**src/rtl/chip_test_pkg.sv**
```systemverilog
// Shared definitions for the flip-flop chip tester.
// Contents:
//   state_t      tester FSM states
//   VB_*         bit positions inside the 5-bit stimulus vector
//   MODE_*       part family selector values
//   INIT_PINS    per-channel pin pattern held while the part is cleared
//   vec_to_pins  maps a stimulus vector onto one channel's {CLR_n,J/D,K,CLK,PRE_n} pins
package chip_test_pkg;

    typedef enum logic [2:0] {
        IDLE   = 3'd0,
        INIT   = 3'd1,
        DRIVE  = 3'd2,
        SETTLE = 3'd3,
        SAMPLE = 3'd4,
        DONE   = 3'd5
    } state_t;

    localparam int VB_CLK = 0;
    localparam int VB_J   = 1;
    localparam int VB_K   = 2;
    localparam int VB_PRE = 3;
    localparam int VB_CLR = 4;

    localparam int MODE_JK = 0;
    localparam int MODE_D  = 1;

    // CLR_n=0 (clear asserted), J/D=0, K=0, CLK=0, PRE_n=1
    localparam logic [4:0] INIT_PINS = 5'b00001;

    // Vector bits 3/4 are "assert" flags; the pins are active-low. The D part has no K pin.
    function automatic logic [4:0] vec_to_pins(input logic [4:0] vec, input logic d_mode);
        return {~vec[VB_CLR], vec[VB_J], (d_mode ? 1'b0 : vec[VB_K]), vec[VB_CLK], ~vec[VB_PRE]};
    endfunction

endpackage

```
**src/rtl/ff_golden_model.sv**
```systemverilog
// Golden model of one flip-flop channel, stepped once per applied vector.
// Ports:
//   Clk, Reset  clock, synchronous active-high reset (also used to clear between runs)
//   load        evaluate vec and update q/qn on this edge
//   mode        0 = JK-bar (74109), 1 = D (7474, J bit carries D)
//   vec         stimulus vector (bit0 CLK, bit1 J/D, bit2 K, bit3 preset, bit4 clear)
//   prev_clk    CLK bit of the previously applied vector
//   q, qn       expected outputs
module ff_golden_model
    import chip_test_pkg::*;
(
    input  logic       Clk,
    input  logic       Reset,
    input  logic       load,
    input  logic       mode,
    input  logic [4:0] vec,
    input  logic       prev_clk,
    output logic       q,
    output logic       qn
);

    logic q_n;
    logic qn_n;
    logic rise_s;

    // Next model state from asynchronous controls first, then the clock edge.
    always_comb begin
        rise_s = ~prev_clk & vec[VB_CLK];
        q_n    = q;
        qn_n   = qn;
        if (vec[VB_CLR] && vec[VB_PRE]) begin
            // both asynchronous inputs asserted: both outputs high
            q_n  = 1'b1;
            qn_n = 1'b1;
        end else if (vec[VB_CLR]) begin
            q_n  = 1'b0;
            qn_n = 1'b1;
        end else if (vec[VB_PRE]) begin
            q_n  = 1'b1;
            qn_n = 1'b0;
        end else begin
            if (rise_s) begin
                if (mode) begin
                    q_n = vec[VB_J];
                end else begin
                    // J and K-bar: 00 reset, 01 hold, 10 toggle, 11 set
                    case ({vec[VB_J], vec[VB_K]})
                        2'b00:   q_n = 1'b0;
                        2'b01:   q_n = q;
                        2'b10:   q_n = ~q;
                        2'b11:   q_n = 1'b1;
                        default: q_n = q;
                    endcase
                end
            end else begin
                q_n = q;
            end
            qn_n = ~q_n;
        end
    end

    // Model state register.
    always_ff @(posedge Clk) begin
        if (Reset) begin
            q  <= 1'b0;
            qn <= 1'b1;
        end else if (load) begin
            q  <= q_n;
            qn <= qn_n;
        end else begin
            q  <= q;
            qn <= qn;
        end
    end

endmodule

```
**src/rtl/chip_ff_tester.sv**
```systemverilog
// Exhaustive tester for dual/quad flip-flop TTL parts (74109 JK-bar, 7474 D).
// Sweeps a 5-bit vector 0..LAST_VEC, drives every channel identically, waits a settle
// window, and compares the synchronised Q/QN of each channel against a golden model.
// Ports:
//   Clk, Reset   clock, synchronous active-high reset
//   Run          start request, honoured in IDLE only
//   DISP_RSLT    result acknowledge, honoured in DONE only
//   dut_drive    per channel c, [5c+4:5c] = {CLR_n,J/D,K,CLK,PRE_n}
//   dut_sense    per channel c, [2c+1:2c] = {QN,Q}, asynchronous
//   vec_o        current vector
//   Done         high in DONE
//   RSLT         1 when every compare matched
//   fail_count   saturating count of mismatching (vector, channel) compares
//   fail_mask    sticky per-channel fail flags
// Optional (macro CHIP_FF_FAIL_CAPTURE_EN): first_fail_vec, first_fail_ch, first_fail_valid
//   record the first mismatch of a run, lowest channel winning a tie.
module chip_ff_tester
    import chip_test_pkg::*;
#(
    parameter int NUM_CH     = 2,
    parameter int MODE       = 0,
    parameter int SETTLE_CYC = 3,
    parameter int LAST_VEC   = 23,
    parameter int CNT_W      = 8
) (
    input  logic                Clk,
    input  logic                Reset,
    input  logic                Run,
    input  logic                DISP_RSLT,
    output logic [NUM_CH*5-1:0] dut_drive,
    input  logic [NUM_CH*2-1:0] dut_sense,
    output logic [4:0]          vec_o,
    output logic                Done,
    output logic                RSLT,
    output logic [CNT_W-1:0]    fail_count,
    output logic [NUM_CH-1:0]   fail_mask
`ifdef CHIP_FF_FAIL_CAPTURE_EN
    ,
    output logic [4:0]          first_fail_vec,
    output logic [1:0]          first_fail_ch,
    output logic                first_fail_valid
`endif
);

    localparam logic             MODE_BIT   = (MODE == MODE_D) ? 1'b1 : 1'b0;
    localparam logic [3:0]       INIT_END   = 4'(SETTLE_CYC - 1);
    localparam logic [3:0]       SETTLE_END = 4'(SETTLE_CYC - 2);
    localparam logic [4:0]       LAST       = 5'(LAST_VEC);
    localparam logic [CNT_W-1:0] CNT_MAX    = {CNT_W{1'b1}};
    localparam logic [CNT_W-1:0] CNT_ONE    = CNT_W'(1);

    state_t                state_r;
    state_t                state_n;
    logic [3:0]            cyc_r;
    logic [3:0]            cyc_n;
    logic [4:0]            vec_n;
    logic                  prev_clk_r;
    logic                  prev_clk_n;
    logic [NUM_CH*2-1:0]   sync1_r;
    logic [NUM_CH*2-1:0]   sync2_r;
    logic [NUM_CH-1:0]     mod_q_s;
    logic [NUM_CH-1:0]     mod_qn_s;
    logic [NUM_CH-1:0]     mis_s;
    logic                  model_rst_s;
    logic                  load_s;
    logic [NUM_CH*5-1:0]   drive_n;
    logic                  done_n;
    logic                  rslt_n;
    logic [CNT_W-1:0]      count_n;
    logic [NUM_CH-1:0]     mask_n;
`ifdef CHIP_FF_FAIL_CAPTURE_EN
    logic [4:0]            ffv_n;
    logic [1:0]            ffc_n;
    logic                  ffvalid_n;
`endif

    // The model is cleared in INIT so it matches the part that INIT is clearing.
    assign model_rst_s = Reset | (state_r == INIT);
    assign load_s      = (state_r == DRIVE);

    for (genvar c = 0; c < NUM_CH; c++) begin : g_model
        ff_golden_model u_model (
            .Clk      (Clk),
            .Reset    (model_rst_s),
            .load     (load_s),
            .mode     (MODE_BIT),
            .vec      (vec_o),
            .prev_clk (prev_clk_r),
            .q        (mod_q_s[c]),
            .qn       (mod_qn_s[c])
        );
    end

    // Two-flop synchroniser on the asynchronous part outputs.
    always_ff @(posedge Clk) begin
        if (Reset) begin
            sync1_r <= {(NUM_CH*2){1'b0}};
            sync2_r <= {(NUM_CH*2){1'b0}};
        end else begin
            sync1_r <= dut_sense;
            sync2_r <= sync1_r;
        end
    end

    // State register and all registered outputs.
    always_ff @(posedge Clk) begin
        if (Reset) begin
            state_r    <= IDLE;
            cyc_r      <= 4'd0;
            vec_o      <= 5'd0;
            prev_clk_r <= 1'b0;
            dut_drive  <= {(NUM_CH*5){1'b0}};
            Done       <= 1'b0;
            RSLT       <= 1'b0;
            fail_count <= {CNT_W{1'b0}};
            fail_mask  <= {NUM_CH{1'b0}};
`ifdef CHIP_FF_FAIL_CAPTURE_EN
            first_fail_vec   <= 5'd0;
            first_fail_ch    <= 2'd0;
            first_fail_valid <= 1'b0;
`endif
        end else begin
            state_r    <= state_n;
            cyc_r      <= cyc_n;
            vec_o      <= vec_n;
            prev_clk_r <= prev_clk_n;
            dut_drive  <= drive_n;
            Done       <= done_n;
            RSLT       <= rslt_n;
            fail_count <= count_n;
            fail_mask  <= mask_n;
`ifdef CHIP_FF_FAIL_CAPTURE_EN
            first_fail_vec   <= ffv_n;
            first_fail_ch    <= ffc_n;
            first_fail_valid <= ffvalid_n;
`endif
        end
    end

    // Next-state logic.
    always_comb begin
        state_n = state_r;
        case (state_r)
            IDLE:    if (Run) state_n = INIT; else state_n = IDLE;
            INIT:    if (cyc_r == INIT_END) state_n = DRIVE; else state_n = INIT;
            DRIVE:   state_n = SETTLE;
            SETTLE:  if (cyc_r == SETTLE_END) state_n = SAMPLE; else state_n = SETTLE;
            SAMPLE:  if (vec_o == LAST) state_n = DONE; else state_n = DRIVE;
            DONE:    if (DISP_RSLT) state_n = IDLE; else state_n = DONE;
            default: state_n = IDLE;
        endcase
    end

    // Per-channel compare of synchronised part outputs against the model.
    always_comb begin
        mis_s = {NUM_CH{1'b0}};
        for (int c = 0; c < NUM_CH; c++) begin
            mis_s[c] = (sync2_r[2*c] != mod_q_s[c]) || (sync2_r[2*c+1] != mod_qn_s[c]);
        end
    end

    // Output logic: next values of every registered output.
    always_comb begin
        // cycle counter restarts on every state change
        if (state_n == state_r) cyc_n = cyc_r + 4'd1; else cyc_n = 4'd0;
        vec_n      = vec_o;
        prev_clk_n = prev_clk_r;
        done_n     = (state_n == DONE);
        rslt_n     = RSLT;
        count_n    = fail_count;
        mask_n     = fail_mask;
`ifdef CHIP_FF_FAIL_CAPTURE_EN
        ffv_n     = first_fail_vec;
        ffc_n     = first_fail_ch;
        ffvalid_n = first_fail_valid;
`endif
        case (state_r)
            INIT: begin
                rslt_n     = 1'b1;
                count_n    = {CNT_W{1'b0}};
                mask_n     = {NUM_CH{1'b0}};
                vec_n      = 5'd0;
                prev_clk_n = 1'b0;
`ifdef CHIP_FF_FAIL_CAPTURE_EN
                ffv_n     = 5'd0;
                ffc_n     = 2'd0;
                ffvalid_n = 1'b0;
`endif
            end
            DRIVE: prev_clk_n = vec_o[VB_CLK];
            SAMPLE: begin
                for (int c = 0; c < NUM_CH; c++) begin
                    if (mis_s[c]) begin
                        rslt_n    = 1'b0;
                        mask_n[c] = 1'b1;
                        if (count_n != CNT_MAX) count_n = count_n + CNT_ONE;
                        else count_n = count_n;
                    end else begin
                        mask_n[c] = mask_n[c];
                    end
                end
`ifdef CHIP_FF_FAIL_CAPTURE_EN
                if (!first_fail_valid && (mis_s != {NUM_CH{1'b0}})) begin
                    ffvalid_n = 1'b1;
                    ffv_n     = vec_o;
                    // scan downwards so the lowest failing channel is the one kept
                    for (int c = NUM_CH - 1; c >= 0; c--) begin
                        if (mis_s[c]) ffc_n = 2'(c); else ffc_n = ffc_n;
                    end
                end else begin
                    ffvalid_n = first_fail_valid;
                end
`endif
                if (state_n == DRIVE) vec_n = vec_o + 5'd1; else vec_n = vec_o;
            end
            default: vec_n = vec_o;
        endcase
        // pins follow the state being entered; DRIVE uses the vector being entered with
        case (state_n)
            IDLE:    drive_n = {(NUM_CH*5){1'b0}};
            INIT:    drive_n = {NUM_CH{INIT_PINS}};
            DRIVE:   drive_n = {NUM_CH{vec_to_pins(vec_n, MODE_BIT)}};
            default: drive_n = dut_drive;
        endcase
    end

endmodule

```
**config.mk**
```make
export PLATFORM = sky130hd
export DESIGN_NAME = chip_ff_tester
export DESIGN_NICKNAME = d
export VERILOG_FILES = /design/src/rtl/chip_test_pkg.sv /design/src/rtl/ff_golden_model.sv /design/src/rtl/chip_ff_tester.sv
export SDC_FILE = /design/constraint.sdc
export NUM_CORES = 1
export LEC_CHECK = 0
export ABC_AREA = 1
export CELL_PAD_IN_SITES_DETAIL_PLACEMENT = 1
export CELL_PAD_IN_SITES_GLOBAL_PLACEMENT = 1
export CORE_MARGIN = 2
export CORE_UTILIZATION = 42
export CTS_CLUSTER_SIZE = 10
export DETAILED_ROUTE_END_ITERATION = 8
export PLACE_DENSITY = 0.84
export SKIP_LAST_GASP = 1
export SLEW_MARGIN = 20
export SYNTH_ARGS = -nofsm -noshare
export SYNTH_HDL_FRONTEND = slang
export SYNTH_HIERARCHICAL = 1
export SYNTH_SLANG_ARGS = --single-unit
```
**constraint.sdc**
```tcl
create_clock -name Clk -period 4.5 [get_ports Clk]
set_clock_uncertainty 0.05 [all_clocks]
set_input_delay 0.9 -clock Clk [delete_from_list [all_inputs] [get_ports Clk]]
set_output_delay 0.9 -clock Clk [all_outputs]
set_load 0.05 [all_outputs]
```
==> report_table.html <==
<table>
<tr><th>Metric</th><th>Value</th></tr>
<tr><th colspan="2">Timing</th></tr>
<tr><td>Max Transition Viols Final</td><td>0</td></tr>
<tr><td>Final worst path period share</td><td>0.582</td></tr>
<tr><td>RSZ-0062 raised after global routing</td><td>no</td></tr>
<tr><td>Clock period minus worst slack</td><td>2.62 ns</td></tr>
<tr><td>Relative slew slack</td><td>0.468</td></tr>
<tr><td>Final setup vio count</td><td>0</td></tr>
<tr><td>Setup TNS Final</td><td>0 ns</td></tr>
<tr><td>Total count of hold-check failures in the final report</td><td>0</td></tr>
<tr><td>Measured slew at the worst slew-check pin</td><td>~0.80 ns</td></tr>
<tr><td>Maximum clock frequency</td><td>382 MHz</td></tr>
<tr><th colspan="2">Setup path</th></tr>
<tr><td>Buf/Inv on CP</td><td>1</td></tr>
<tr><td>Worst endpoint required time</td><td>3.55 ns</td></tr>
<tr><td>Reg2reg setup slack</td><td>2.08 ns</td></tr>
<tr><td>Cell at the slowest stage of the critical path</td><td>sky130_fd_sc_hd__clkdlybuf4s50_1</td></tr>
<tr><td>Depth of the most critical reg-to-reg path</td><td>16</td></tr>
<tr><td>Endpoint class of the critical path</td><td>output pin</td></tr>
<tr><td>Peak per-stage delay on the critical path</td><td>0.87 ns</td></tr>
<tr><td>Crit path max fanout</td><td>9</td></tr>
<tr><td>Kind of start point of the critical path</td><td>flop</td></tr>
<tr><td>Cell breakdown of the critical path</td><td>clkdlybuf4s50_1</td></tr>
<tr><td>Worst Setup Path Type</td><td>flop to output pin</td></tr>
<tr><td>Top Family by Delay on Critical Path</td><td>buffers and inverters</td></tr>
<tr><td>Depth of the critical timing path with buffers and inverters included</td><td>1</td></tr>
<tr><td>CP arrival</td><td>1.67 ns</td></tr>
<tr><th colspan="2">Yosys</th></tr>
<tr><td>Top FF cell, synth</td><td>sky130_fd_sc_hd__dfxtp_1</td></tr>
<tr><td>Seq/Total Area, Yosys</td><td>0.329</td></tr>
<tr><td>Share of the synthesized netlist area taken by xor and xnor gates</td><td>0.0171</td></tr>
<tr><td>Post-synthesis adder-cell area fraction</td><td>0.0294</td></tr>
<tr><td>Top cell type by total area after synthesis</td><td>sky130_fd_sc_hd__dfxtp_1</td></tr>
<tr><td>Largest family of logic cells by synthesized area</td><td>simple AND/OR/NAND/NOR gates</td></tr>
<tr><td>Number of unique standard cell types used by synthesis</td><td>37</td></tr>
<tr><td>Post-Synthesis Cells</td><td>376</td></tr>
<tr><td>Yosys reg bits</td><td>42</td></tr>
<tr><td>Syn avg cell area</td><td>6.80 um^2</td></tr>
<tr><td>Area share of and/or/nand/nor cells after synthesis</td><td>0.396</td></tr>
<tr><td>Cell types with the highest counts after synthesis</td><td>sky130_fd_sc_hd__nand2_1, sky130_fd_sc_hd__inv_1, sky130_fd_sc_hd__dfxtp_1, sky130_fd_sc_hd__nand3_1, sky130_fd_sc_hd__nor2_1</td></tr>
<tr><td>Post-synthesis instance area</td><td>around 0.0026 mm^2</td></tr>
<tr><td>YS warnings</td><td>6</td></tr>
<tr><td>Most used standard cell by instance count after synthesis</td><td>sky130_fd_sc_hd__nand2_1</td></tr>
<tr><td>Mux cell area share after synthesis</td><td>0</td></tr>
<tr><td>Async set-or-reset flop fraction in the synthesized netlist</td><td>0</td></tr>
<tr><td>Post-synth top area share</td><td>0.329</td></tr>
<tr><td>Number of flops mapped to enable cells by yosys</td><td>0</td></tr>
<tr><td>Dominant cells by area after synthesis</td><td>sky130_fd_sc_hd__dfxtp_1, sky130_fd_sc_hd__nand2_1, sky130_fd_sc_hd__inv_1, sky130_fd_sc_hd__nand3_1, sky130_fd_sc_hd__nor2_1</td></tr>
<tr><td>Fraction of the mapped netlist area in compound gates</td><td>0.103</td></tr>
<tr><th colspan="2">Power</th></tr>
<tr><td>Power dissipated by switching net loads</td><td>around 0.24 mW</td></tr>
<tr><td>Share of power burned in combinational logic</td><td>0.156</td></tr>
<tr><td>Sw Share</td><td>0.312</td></tr>
<tr><td>Worst supply voltage drop on vdd</td><td>around 0.16 mV</td></tr>
<tr><td>Flop pwr share</td><td>0.506</td></tr>
<tr><td>Int Pwr</td><td>roughly 0.53 mW</td></tr>
<tr><td>Leakage</td><td>1.30 nW</td></tr>
<tr><td>Total power divided by cell area</td><td>257 mW/mm^2</td></tr>
<tr><td>Final total power</td><td>a little under 0.8 mW</td></tr>
<tr><td>Clock network fraction of design power</td><td>0.338</td></tr>
<tr><th colspan="2">Clock network</th></tr>
<tr><td>TritonCTS clock tree</td><td>yes</td></tr>
<tr><td>Hold-fix buffers, CTS</td><td>0</td></tr>
<tr><td>CTS clock-pin slew for the worst setup and hold paths</td><td>~0.1 ns</td></tr>
<tr><td>TritonCTS Buffers</td><td>5</td></tr>
<tr><td>Buffer type at the clock tree root</td><td>sky130_fd_sc_hd__clkbuf_8</td></tr>
<tr><td>Total of cells resized after clock tree synthesis</td><td>0</td></tr>
<tr><td>CTS H-Tree Depth</td><td>2</td></tr>
<tr><td>Count of buffers added by post-CTS timing repair for setup</td><td>0</td></tr>
<tr><td>Clock sink count</td><td>42</td></tr>
<tr><td>CTS max path bufs</td><td>2</td></tr>
<tr><td>Clock latency at the later pin of the worst-skew pair</td><td>~0.3 ns</td></tr>
<tr><th colspan="2">Final layout</th></tr>
<tr><td>Share of final-layout standard cells stronger than drive strength 1</td><td>0.127</td></tr>
<tr><td>Area of the multi-input gates</td><td>0.00140 mm^2</td></tr>
<tr><td>Diodes inserted</td><td>0</td></tr>
<tr><td>Sequential Area</td><td>about 840 um^2</td></tr>
<tr><td>Number of fill cells</td><td>809</td></tr>
<tr><td>Layout net count</td><td>424</td></tr>
<tr><td>Synth-to-layout area growth</td><td>18.2%</td></tr>
<tr><th colspan="2">Route</th></tr>
<tr><td>Post-DR vias/cell</td><td>5.01</td></tr>
<tr><td>Count of unresolved DRC violations after routing</td><td>0</td></tr>
<tr><td>Mean routed wirelength per cell</td><td>13.3 um</td></tr>
<tr><td>Via total after detailed routing</td><td>between 2000 and 2500</td></tr>
<tr><td>Final routed wirelength across all metal layers</td><td>6.47 mm</td></tr>
<tr><td>First-iteration detailed-routing DRC count</td><td>91</td></tr>
<tr><td>DRT antenna net count</td><td>0</td></tr>
<tr><td>Drt pass-1 iters</td><td>4</td></tr>
<tr><th colspan="2">Run status</th></tr>
<tr><td>Status</td><td>finished, final reports clean</td></tr>
<tr><th colspan="2">Placed design</th></tr>
<tr><td>Routability-driven placement congestion ratio</td><td>0.892</td></tr>
<tr><td>I/O Buffers</td><td>34</td></tr>
<tr><td>HPWL reported at the end of detailed placement</td><td>5.00 mm</td></tr>
<tr><th colspan="2">Floorplan</th></tr>
<tr><td>Die Area</td><td>0.00673 mm^2</td></tr>
<tr><td>Area of the core</td><td>0.00589 mm^2</td></tr>
<tr><td>Number of cell rows</td><td>28</td></tr>
<tr><td>Initial core utilization</td><td>0.435</td></tr>
<tr><td>Height of the die</td><td>82.0 um</td></tr>
<tr><td>Die width</td><td>82.0 um</td></tr>
<tr><td>Number of placed I/O pins</td><td>35</td></tr>
<tr><th colspan="2">Global route</th></tr>
<tr><td>Most used routing layer in global routing</td><td>met2</td></tr>
<tr><td>Wire length of the first global-routing pass</td><td>about 11 mm</td></tr>
<tr><td>Met3 Use GR</td><td>0.0297</td></tr>
<tr><td>Overflow after GRT</td><td>0</td></tr>
<tr><td>GRT Overall Usage</td><td>0.208</td></tr>
<tr><td>Maximum number of pins on one net before global-route repair</td><td>30</td></tr>
<tr><td>Initial antenna violation count</td><td>0</td></tr>
<tr><td>Met2 demand-to-capacity share in global routing</td><td>0.399</td></tr>
<tr><td>Global routing met1 resource utilization</td><td>0.245</td></tr>
<tr><td>Vias in the first global route</td><td>2439</td></tr>
<tr><th colspan="2">Worst hold path</th></tr>
<tr><td>Hold WC Path Type</td><td>flop to flop</td></tr>
<tr><td>Hold-critical path depth</td><td>2</td></tr>
<tr><th colspan="2">Job</th></tr>
<tr><td>Number of violations of the max-capacitance limit</td><td>0</td></tr>
</table>
==> final cells by class <==
type,instances,area share
clock inverter,3,0.00786
timing repair buffer,35,0.115
sequential,42,0.278
clock buffer,5,0.0228
inverter,65,0.0807
tap,75,0.0310
multi-input combinational,261,0.464
==> cells by family (layout without fill, tap and decap cells) <==
kind of cell	count (synthesis)	in the layout
fa+ha+maj	6	6
simple gates	205	205
xor+xnor	5	5
compound gates	43	43
buf+inv	74	108
other cells	1	2
flops	42	42
==> routing by layer <==
metal / share of wire / up-vias
met5: 0 / -
met4: 0.0085 / 0
met3: 0.025 / 7
met2: 0.50 / 31
met1: 0.46 / 1157
li1: - / 1239
==> power groups by stage <==
stage,logic (mW),clock network (mW),registers (mW)
floorplan,0.0804,0,0.410
global placement,0.117,0,0.402
detailed placement,0.121,0,0.403
CTS,0.122,0.268,0.394
global route,0.135,0.283,0.395
finish,0.121,0.263,0.394
==> registers in the layout, summed over array words and instances (netlist names) <==
| name | cells |
|---|---|
| fail_count | 8 |
| dut_drive | 5 |
| vec_o | 5 |
| cyc_r | 4 |
| sync1_r | 4 |
| sync2_r | 4 |
| state_r | 3 |
| fail_mask | 2 |
| g_model.u_model/q | 2 |
| g_model.u_model/qn | 2 |
| Done | 1 |
| RSLT | 1 |
| prev_clk_r | 1 |
==> per-stage QoR <==
step / std cells / hold slack (ns) / setup slack (ns) / util / area [um^2]
after CTS: 486 / 0.374 / 1.86 / 0.514 / 3020
final: 486 / 0.368 / 1.88 / 0.514 / 3020
after global routing: 486 / 0.392 / 1.78 / 0.514 / 3020
after detailed placement: 478 / 0.357 / 2.01 / 0.498 / 2930
after floorplan: 377 / 0.338 / 1.96 / - / 2560
after global placement: 478 / 0.342 / 2.07 / 0.498 / 2930
==> cell usage in the layout (no fill, tap or decap), drive strengths merged, types with 2 or more instances in the layout <==
| cell type | count |
|---|---|
| a21oi | 26 |
| clkbuf | 5 |
| clkdlybuf4s50 | 34 |
| clkinvlp | 2 |
| conb | 2 |
| dfxtp | 42 |
| ha | 6 |
| inv | 65 |
| nand2 | 108 |
| nand3 | 39 |
| nand3b | 3 |
| nand4 | 5 |
| nor2 | 41 |
| nor3 | 3 |
| o211ai | 2 |
| o21ai | 8 |
| o21bai | 2 |
| or2 | 5 |
| xnor2 | 3 |
| xor2 | 2 |
==> path summary, 6_finish.rpt <==
kind | startpoint | endpoint
hold / removal | sync1_r[2] | sync2_r[2]
setup reg to reg | fail_count[0] | fail_count[6]
setup / recovery | vec_o[3] | vec_o[3]
hold reg to reg | sync1_r[2] | sync2_r[2]
==> tightest hold or removal path: cells and delay by family, from the launching register on <==
family	cells	cell delay [ns]
flops	1	0.31
buf+inv	1	0.05
simple gates	1	0.03
Power figures use the tool's default switching activity.
